### config.mk
export PLATFORM = sky130hd
export DESIGN_NAME = onn_settle_controller_flat
export DESIGN_NICKNAME = d
export VERILOG_FILES = /design/src/rtl/onn_settle_controller_if.sv /design/src/rtl/onn_settle_controller.sv /design/src/flat_wrapper.sv
export SDC_FILE = /design/constraint.sdc
export NUM_CORES = 1
export LEC_CHECK = 0
export BUFFER_PORTS_ARGS = -buffer_cell sky130_fd_sc_hd__buf_2
export CORE_ASPECT_RATIO = 1.25
export CORE_UTILIZATION = 40
export CTS_CLUSTER_SIZE = 8
export DETAILED_ROUTE_END_ITERATION = 8
export GPL_ROUTABILITY_DRIVEN = 1
export GPL_TIMING_DRIVEN = 1
export PLACE_DENSITY = 0.72
export SLEW_MARGIN = 0
export SYNTH_ARGS = -nofsm -noshare
export SYNTH_HDL_FRONTEND = slang
export SYNTH_SLANG_ARGS = --single-unit
### constraint.sdc
create_clock -name clk -period 3.42 [get_ports clk]
set_input_delay 0.684 -clock clk [delete_from_list [all_inputs] [get_ports clk]]
set_output_delay 0.684 -clock clk [all_outputs]
set_load 0.03 [all_outputs]
### src/rtl/onn_settle_controller_if.sv
// Handshake and phase-vector bundle between the oscillator array / host and the
// settle controller. Both phase vectors are indexed [0:59] (15 oscillators x 4 bits).
interface onn_settle_controller_if;
  logic        start;
  logic        period_tick;
  logic [0:59] phi_out;
  logic        osc_load;
  logic        osc_run;
  logic        phi_to_no;
  logic [0:59] phi_snap;
  logic        busy;
  logic        done;
  logic        timeout;

  modport master (
    output start, period_tick, phi_out,
    input  osc_load, osc_run, phi_to_no, phi_snap, busy, done, timeout
  );

  modport slave (
    input  start, period_tick, phi_out,
    output osc_load, osc_run, phi_to_no, phi_snap, busy, done, timeout
  );
endinterface

### src/rtl/onn_settle_controller.sv
// Sequences an oscillatory network: load pattern, run until the sampled phase
// vector repeats SETTLE_COUNT times in a row (or MAX_PERIODS elapse), then snapshot it.
module onn_settle_controller #(
  parameter int LOAD_CYCLES  = 2,
  parameter int SETTLE_COUNT = 4,
  parameter int MAX_PERIODS  = 64
) (
  input  logic                   clk,
  input  logic                   rst_n,
  onn_settle_controller_if.slave bus
);

  localparam int LW = $clog2(LOAD_CYCLES + 1);
  localparam int PW = $clog2(MAX_PERIODS + 1);
  localparam int SW = $clog2(SETTLE_COUNT + 1);

  localparam logic [LW-1:0] LOAD_LAST = LW'(LOAD_CYCLES - 1);
  localparam logic [LW-1:0] L_ONE     = LW'(1);
  localparam logic [PW-1:0] P_MAX     = PW'(MAX_PERIODS);
  localparam logic [PW-1:0] P_ONE     = PW'(1);
  localparam logic [SW-1:0] S_SETTLE  = SW'(SETTLE_COUNT);
  localparam logic [SW-1:0] S_ONE     = SW'(1);

  typedef enum logic [1:0] {
    S_IDLE = 2'd0,
    S_LOAD = 2'd1,
    S_RUN  = 2'd2,
    S_DONE = 2'd3
  } state_t;

  state_t        state_q, state_d;
  logic [LW-1:0] load_cnt_q, load_cnt_d;
  logic [PW-1:0] period_cnt_q, period_cnt_d;
  logic [SW-1:0] stable_cnt_q, stable_cnt_d;
  logic [0:59]   prev_phi_q, prev_phi_d;
  logic [0:59]   phi_snap_q, phi_snap_d;
  logic          timeout_q, timeout_d;
  logic          done_q, done_d;
  logic          osc_load_q, osc_load_d;
  logic          osc_run_q, osc_run_d;
  logic          phi_to_no_q, phi_to_no_d;
  logic          busy_q, busy_d;

  // Next-state, counter and registered-output computation
  always_comb begin
    state_d      = state_q;
    load_cnt_d   = load_cnt_q;
    period_cnt_d = period_cnt_q;
    stable_cnt_d = stable_cnt_q;
    prev_phi_d   = prev_phi_q;
    phi_snap_d   = phi_snap_q;
    timeout_d    = timeout_q;

    case (state_q)
      S_IDLE, S_DONE: begin
        if (bus.start) begin
          state_d      = S_LOAD;
          load_cnt_d   = '0;
          period_cnt_d = '0;
          stable_cnt_d = '0;
          timeout_d    = 1'b0;
        end else begin
          state_d = state_q;
        end
      end
      S_LOAD: begin
        if (load_cnt_q == LOAD_LAST) begin
          state_d    = S_RUN;
          load_cnt_d = '0;
        end else begin
          load_cnt_d = load_cnt_q + L_ONE;
        end
      end
      S_RUN: begin
        if (bus.period_tick) begin
          period_cnt_d = period_cnt_q + P_ONE;
          prev_phi_d   = bus.phi_out;
          // The first tick of a run has nothing to compare against yet
          if (period_cnt_q == '0) begin
            stable_cnt_d = '0;
          end else if (bus.phi_out == prev_phi_q) begin
            stable_cnt_d = stable_cnt_q + S_ONE;
          end else begin
            stable_cnt_d = '0;
          end
          // Settling takes priority over hitting the period limit on the same tick
          if (stable_cnt_d == S_SETTLE) begin
            state_d    = S_DONE;
            phi_snap_d = bus.phi_out;
            timeout_d  = 1'b0;
          end else if (period_cnt_d == P_MAX) begin
            state_d    = S_DONE;
            phi_snap_d = bus.phi_out;
            timeout_d  = 1'b1;
          end else begin
            state_d = S_RUN;
          end
        end else begin
          state_d = S_RUN;
        end
      end
      default: begin
        state_d = S_IDLE;
      end
    endcase

    osc_load_d  = (state_d == S_LOAD);
    osc_run_d   = (state_d == S_RUN);
    phi_to_no_d = (state_d == S_DONE);
    busy_d      = (state_d == S_LOAD) || (state_d == S_RUN);
    done_d      = (state_d == S_DONE) && (state_q != S_DONE);
  end

  // State, counters and output registers with asynchronous clear
  always_ff @(posedge clk or negedge rst_n) begin
    if (!rst_n) begin
      state_q      <= S_IDLE;
      load_cnt_q   <= '0;
      period_cnt_q <= '0;
      stable_cnt_q <= '0;
      prev_phi_q   <= '0;
      phi_snap_q   <= '0;
      timeout_q    <= 1'b0;
      done_q       <= 1'b0;
      osc_load_q   <= 1'b0;
      osc_run_q    <= 1'b0;
      phi_to_no_q  <= 1'b0;
      busy_q       <= 1'b0;
    end else begin
      state_q      <= state_d;
      load_cnt_q   <= load_cnt_d;
      period_cnt_q <= period_cnt_d;
      stable_cnt_q <= stable_cnt_d;
      prev_phi_q   <= prev_phi_d;
      phi_snap_q   <= phi_snap_d;
      timeout_q    <= timeout_d;
      done_q       <= done_d;
      osc_load_q   <= osc_load_d;
      osc_run_q    <= osc_run_d;
      phi_to_no_q  <= phi_to_no_d;
      busy_q       <= busy_d;
    end
  end

  assign bus.osc_load  = osc_load_q;
  assign bus.osc_run   = osc_run_q;
  assign bus.phi_to_no = phi_to_no_q;
  assign bus.phi_snap  = phi_snap_q;
  assign bus.busy      = busy_q;
  assign bus.done      = done_q;
  assign bus.timeout   = timeout_q;

endmodule
### src/flat_wrapper.sv
// flat-port wrapper written by rule: the top's interface ports become plain ports
module onn_settle_controller_flat 
#(
  parameter int LOAD_CYCLES  = 2,
  parameter int SETTLE_COUNT = 4,
  parameter int MAX_PERIODS  = 64
)
  (clk, rst_n, bus_start, bus_period_tick, bus_phi_out, bus_osc_load, bus_osc_run, bus_phi_to_no, bus_phi_snap, bus_busy, bus_done, bus_timeout);
  onn_settle_controller_if bus_i ();
  input  logic clk;
  input  logic rst_n;
  input wire logic [$bits(bus_i.start)-1:0] bus_start;
  input wire logic [$bits(bus_i.period_tick)-1:0] bus_period_tick;
  input wire logic [$bits(bus_i.phi_out)-1:0] bus_phi_out;
  output wire logic [$bits(bus_i.osc_load)-1:0] bus_osc_load;
  output wire logic [$bits(bus_i.osc_run)-1:0] bus_osc_run;
  output wire logic [$bits(bus_i.phi_to_no)-1:0] bus_phi_to_no;
  output wire logic [$bits(bus_i.phi_snap)-1:0] bus_phi_snap;
  output wire logic [$bits(bus_i.busy)-1:0] bus_busy;
  output wire logic [$bits(bus_i.done)-1:0] bus_done;
  output wire logic [$bits(bus_i.timeout)-1:0] bus_timeout;
  assign bus_i.start = bus_start;
  assign bus_i.period_tick = bus_period_tick;
  assign bus_i.phi_out = bus_phi_out;
  assign bus_osc_load = bus_i.osc_load;
  assign bus_osc_run = bus_i.osc_run;
  assign bus_phi_to_no = bus_i.phi_to_no;
  assign bus_phi_snap = bus_i.phi_snap;
  assign bus_busy = bus_i.busy;
  assign bus_done = bus_i.done;
  assign bus_timeout = bus_i.timeout;
  onn_settle_controller #(.LOAD_CYCLES(LOAD_CYCLES), .SETTLE_COUNT(SETTLE_COUNT), .MAX_PERIODS(MAX_PERIODS)) u_core (.clk(clk), .rst_n(rst_n), .bus(bus_i));
endmodule
# Word-level counts from Yosys, hierarchy flattened

Cells that the tools add are included.

Flip-flop bits (word level): 140
Bits of input ports: 64
Word-level logic and storage cells: 68

Add/sub/neg operators: 3
Eq/ne operators: 14
Mux-type cells: 26
Reduce and logical (&&, ||, !) cells: 13

Operator list:

| operator                                                                | number |
|---|---|
| 60-bit two-way mux                                                      | 2 |
| 60-bit equality test                                                    | 1 |
| 3-bit two-way mux                                                       | 6 |
| 7-bit two-way mux                                                       | 2 |
| 7-bit case mux with 2 select lines                                      | 1 |
| 2-bit two-way mux                                                       | 6 |
| 2-bit equality test, second input constant                              | 4 |
| 7-bit by 1-bit adder with 7-bit output, second input constant           | 1 |
| 7-bit equality test, second input constant                              | 1 |
| 7-bit logical NOT                                                       | 1 |
| 2-bit by 1-bit equality test with 1-bit output, second input constant   | 3 |
| 2-bit inequality test, second input constant                            | 3 |
| 2-bit case mux with 3 select lines                                      | 1 |
| 3-bit case mux with 2 select lines                                      | 1 |
| 3-bit AND reduction                                                     | 2 |
| 2-bit nonzero test                                                      | 3 |
| 1-bit two-way mux                                                       | 5 |
| 2-bit case mux with 2 select lines                                      | 1 |
| 2-bit AND reduction                                                     | 2 |
| 4-bit AND reduction                                                     | 1 |
| 3-bit by 1-bit adder with 3-bit output, second input constant           | 1 |
| 3-bit equality test, second input constant                              | 1 |
| 3-bit by 1-bit inequality test with 1-bit output, second input constant | 1 |
| 2-bit by 1-bit adder with 2-bit output, second input constant           | 1 |
| other kinds (5)                                                         | 5 |

# Logic depth before layout (Yosys ltp)

Depth after elaboration: 11
Mapped depth: 11

# Least setup slack after synthesis

No wires, ideal clock.

Kind: input -> register
From: in bus_phi_out[32]
To: reg u_core.busy_q (netlist: u_core.bus.busy)
Library setup time: 126 ps
Data arrival time: 2,541 ps
Required time: 3,294 ps
Path slack: 753 ps
Stages: 9
Path through: xor2_1 -> nor4_1 -> nand4_1 -> nor4_2 -> buf_4 -> buf_2 -> nand2_1 -> a31oi_1 -> ha_1

Longest elaborated chain between the ends: 11
Elaborated cells on any way between the ends: 12

Ends and longest elaborated chain:

| element                                                                               | RTL line                     | RTL |
|---|---|---|
| start: declaration                                                                    | flat_wrapper.sv:14           | `input wire logic [$bits(bus_i.phi_out)-1:0] bus_phi_out;` |
| 60-bit equality test *                                                                | onn_settle_controller.sv:81  | `end else if (bus.phi_out == prev_phi_q) begin` |
| 3-bit two-way mux *                                                                   | onn_settle_controller.sv:81  |  |
| 3-bit two-way mux *                                                                   | onn_settle_controller.sv:79  | `if (period_cnt_q == '0) begin` |
| 3-bit two-way mux *                                                                   | onn_settle_controller.sv:75  | `if (bus.period_tick) begin` |
| 3-bit two-way mux *                                                                   | onn_settle_controller.sv:54  | `case (state_q)` |
| 3-bit equality test *                                                                 | onn_settle_controller.sv:87  | `if (stable_cnt_d == S_SETTLE) begin` |
| 2-bit two-way mux *                                                                   | onn_settle_controller.sv:87  |  |
| 2-bit two-way mux *                                                                   | onn_settle_controller.sv:75  |  |
| 2-bit case mux with 3 select lines *                                                  | onn_settle_controller.sv:54  |  |
| net u_core.state_d[0]                                                                 | onn_settle_controller.sv:31  | `state_t state_q, state_d;` |
| 2-bit by 1-bit equality test with 1-bit output or 2-bit equality test (tied branches) | onn_settle_controller.sv:110 | `busy_d = (state_d == S_LOAD) \|\| (state_d == S_RUN);` |
| 1-bit logical OR *                                                                    | onn_settle_controller.sv:110 |  |
| net u_core.busy_d                                                                     | onn_settle_controller.sv:42  | `logic busy_q, busy_d;` |
| end signal: assignment                                                                | onn_settle_controller.sv:141 | `busy_q <= busy_d;` |
| end: declaration                                                                      | onn_settle_controller.sv:42  |  |

Mark *: on every way through the listed nets, which the timed path passes. The rest lies on a longest branch. The select of a mux whose other input is x is not followed.
A chain may end at the register's enable or synchronous reset.

# Worst setup path after layout

From: reg u_core.period_cnt_q[0]
To: reg u_core.phi_snap_q (netlist bit u_core.bus.phi_snap[36])

Longest elaborated chain between the ends: 7
Elaborated cells on any way between the ends: 10

Ends and longest elaborated chain:

| element                                                                        | RTL line                     | RTL |
|---|---|---|
| start: declaration                                                             | onn_settle_controller.sv:33  | `logic [PW-1:0] period_cnt_q, period_cnt_d;` |
| start signal: assignment                                                       | onn_settle_controller.sv:132 | `period_cnt_q <= period_cnt_d;` |
| branches (longest 7 deep; another with 7-bit by 1-bit adder with 7-bit output) | -                            |  |
| end signal: assignment                                                         | onn_settle_controller.sv:135 | `phi_snap_q <= phi_snap_d;` |
| end: declaration                                                               | onn_settle_controller.sv:36  | `logic [0:59] phi_snap_q, phi_snap_d;` |

Parallel ways; which one is timed is not known. The select of a mux whose other input is x is not followed.

==> run summary <==
Initial Util - 41.2%
Ys Warns - 0
CP Launch Type - flip-flop
Worst Setup SP - u_core.period_cnt_q[0]$_DFFE_PN0P_
dominant cell type by area after synthesis - dfrtp_1
peak supply drop - 0.000328 V
setup ws final - 0.339 ns
most used cell, CP - buf_4
post-synthesis sequential area ratio - 45.0%
CP required - 3.73 ns
worst-path maximum fanout - 31
critical path arrival - 3.39 ns
io pins - 130
Area Growth Syn to Fin - 18.5%
LEAKAGE - 3.91 nW
CTS resizes - 0
post-DP HPWL - 14.1 mm
Die Area - 0.0200 mm²
DR vias - 6,365
minimum period implied by the final worst setup slack - 3.08 ns
Pre-antenna DRT Iters - 5
ANT cells - 0
PwrDens - 557 mW/mm²
Distinct cells, synth - 46
vias per inst - 5.54
status - completed
post-route setup TNS - 0 ns
fin area - 0.00924 mm²
die height - 158 µm
CP cell instances - ha_1 -> nand2_1 -> or3_1 -> a222oi_1 -> buf_4 -> buf_4 -> a21bo_2 -> mux2i_1 -> a221o_1
grt ovf - 0
Critical Path Max Stage Delay - 0.48 ns
top cell type's share of synthesized area - 45.0%
top post-synthesis cells by area - dfrtp_1 45%, nand2_1 12%, a21bo_2 7.7%, a221o_1 7.7%, mux2i_1 7.7%
die width - 127 µm
Hold Violations, Final - 0
layout cells sized above 1 - 27.2%
clk_lat worst skew - 0.42 ns
initial antenna violation count - 0
CTS tree - built
largest net degree at the start of global routing - 82
area post-placement - 0.00863 mm²
routed length per instance - 18.2 µm
Setup crit end - u_core.bus.phi_snap[36]$_DFFE_PN0P_
Crit. End Element - flip-flop
Seq. cell area - 0.00350 mm²
row count - 56
Residual DRC - 0
routability cong. - 0.801
R2R Path Start - u_core.period_cnt_q[0]$_DFFE_PN0P_
clock-pin slew on the worst setup and hold paths - 0.06 ns
Design Power - 0.00514 W
Tightest Pin Transition - 0.901 ns
Slowest cell on crit path - dfrtp_1
remaining antenna violation count - 0
Mapped Nets - 869
CORE AREA - 0.0189 mm²
Setup Fix Bufs, Post-CTS - 0
Buf/Inv on CP - 2
fillers - 1,795
hold buffer count at cts - 0
WP depth - 9
Register-to-Register Path Depth - 9
Total Wirelength - 20.9 mm
Tcrit/Tclk final - 90.1%
Final nets - 978
TritonCTS Buffers - 17
RR Endpoint - u_core.bus.phi_snap[36]$_DFFE_PN0P_
cell family with most CP delay - buffers and inverters
WHS - 0.318 ns
total clock sinks - 140
initial DRC count - 434
Syn Inst Count - 795
Setup WS pre-CTS - 0.367 ns
max_slew headroom - 39.7%
worst setup path class - flip-flop to flip-flop
r2r setup slk - 0.34 ns
I/O Buffers - 129
Max-cap violations - 0
Cell Area, Synth - 0.00779 mm²
final setup vio count - 0
HP Class - input pin to asynchronous set/reset pin
GRT Resource Usage Total - 21.7%
Synth Area per Inst - 9.80 µm²
RSZ-0062 raised after global routing - no
area of the multi-input gates - 0.00398 mm²
H-tree Lvls - 4
Root Driver - clkbuf_16
Fmax - 0.325 GHz
max-slew violations - 0
Seq cells post-synth - 140
Max Buffers Root-to-Sink - 2
first-pass GRT wire length - 33.3 mm
vias in the first global route - 6,194
Worst Clk Skew - 0.00949 ns
## through the flow
step	utilization [%]	instances
after global routing	48.8	1149
after CTS	48.8	1149
after floorplan	-	795
after detailed placement	45.6	1117
after global placement	45.6	1117
final	48.8	1149
## kinds of logic (layout without fill, tap and decap cells)
logic type	Yosys count	after routing	synth area share (%)
buf+inv	66	188	4.29
fa+ha+maj	10	10	1.61
compound gates	154	154	18.4
mux	60	60	7.71
xor+xnor	63	63	7.08
flops	140	140	45.0
simple gates	302	302	15.9
## registers in the layout, summed over array words and instances (netlist names)
name and cells:
u_core.bus.busy 1, u_core.bus.done 1, u_core.bus.osc_load 1, u_core.bus.osc_run 1, u_core.bus.phi_snap 60, u_core.bus.phi_to_no 1
u_core.bus.timeout 1, u_core.load_cnt_q 2, u_core.period_cnt_q 7, u_core.prev_phi_q 60, u_core.stable_cnt_q 3, u_core.state_q 2
## cell type report
cell class              instances  area share, %
clock buffers                  20           4.83
clock inverters                12           1.76
inverters                       9          0.366
multi-input cells             589           43.1
flip-flops and latches        140           37.9
well taps                     232           3.14
repair buffers                147           8.92
## cell usage in the layout (no fill, tap or decap), types with 2 or more instances in the layout
| cell type | instances |
|---|---|
| a31oi_1 | 4 |
| a21oi_1 | 4 |
| nor3_1 | 2 |
| nand2_1 | 254 |
| a21o_1 | 3 |
| and2_2 | 2 |
| inv_6 | 2 |
| o21a_1 | 2 |
| o21ai_0 | 10 |
| ha_1 | 9 |
| buf_2 | 128 |
| clkbuf_1 | 2 |
| clkinvlp_4 | 2 |
| clkinv_4 | 4 |
| a21bo_2 | 60 |
| a221o_1 | 60 |
| mux2i_1 | 60 |
| clkbuf_16 | 17 |
| bufinv_16 | 3 |
| nor2_1 | 5 |
| buf_4 | 15 |
| buf_12 | 3 |
| nand2b_1 | 2 |
| xor2_1 | 61 |
| a31o_2 | 2 |
| nand4_1 | 5 |
| nor4_1 | 15 |
| nor2b_1 | 3 |
| inv_1 | 9 |
| dfrtp_1 | 140 |
| nand3_1 | 4 |
| xnor2_1 | 2 |
## cell usage after synthesis (all sizes together)
library cell,instances
a21o,3
nor3b,1
or3,1
o22ai,1
or2,1
and2,4
clkbuf,29
o221a,1
nand2,255
xnor2,2
nor4,16
a311oi,1
a31o,2
nor3,2
nor2b,3
a32o,1
o21ai,12
a222oi,1
o21a,2
nor2,6
nand4,5
buf,28
or2b,1
a221o,60
inv,9
a31oi,4
a22o,1
nand2b,2
dfrtp,140
nand3,4
a211o,1
a21bo,60
ha,10
mux2i,60
and3,1
a21oi,4
xor2,61
## power by group
| group | internal (W) | switching [W] | total [W] |
|---|---|---|---|
| Combinational | 0.000378 | 0.000762 | 0.00114 |
| Clock | 0.00117 | 0.000752 | 0.00193 |
| Sequential | 0.00189 | 0.000185 | 0.00208 |
## metal layers
layer  part of all wire, %  global-route usage (%)  up-vias
met5                     0                       0        -
met4                   3.4                    11.2        0
met3                   4.0                    3.89       42
li1                      -                       -     2982
met1                    42                    27.0     3174
met2                    51                    36.0      167
## worst register-to-register path: stages (launching register included)
cell and delay [ns]:
dfrtp_1 0.48, ha_1 0.27, nand2_1 0.10, or3_1 0.37, a222oi_1 0.33, buf_4 0.43
buf_4 0.42, a21bo_2 0.22, mux2i_1 0.08, a221o_1 0.27
## worst min path at each step
| stage | end | startpoint | slack (ns) |
|---|---|---|---|
| floorplan | u_core.bus.busy$_DFF_PN0_ | rst_n | 0.39 |
| global placement | u_core.prev_phi_q[41]$_DFFE_PN0P_ | u_core.prev_phi_q[41]$_DFFE_PN0P_ | 0.48 |
| detailed placement | u_core.prev_phi_q[59]$_DFFE_PN0P_ | u_core.prev_phi_q[59]$_DFFE_PN0P_ | 0.48 |
| CTS | u_core.bus.phi_snap[11]$_DFFE_PN0P_ | rst_n | 0.35 |
| global route | u_core.bus.phi_snap[11]$_DFFE_PN0P_ | rst_n | 0.35 |
| finish | u_core.bus.phi_snap[11]$_DFFE_PN0P_ | rst_n | 0.32 |
Power figures use the tool's default switching activity.
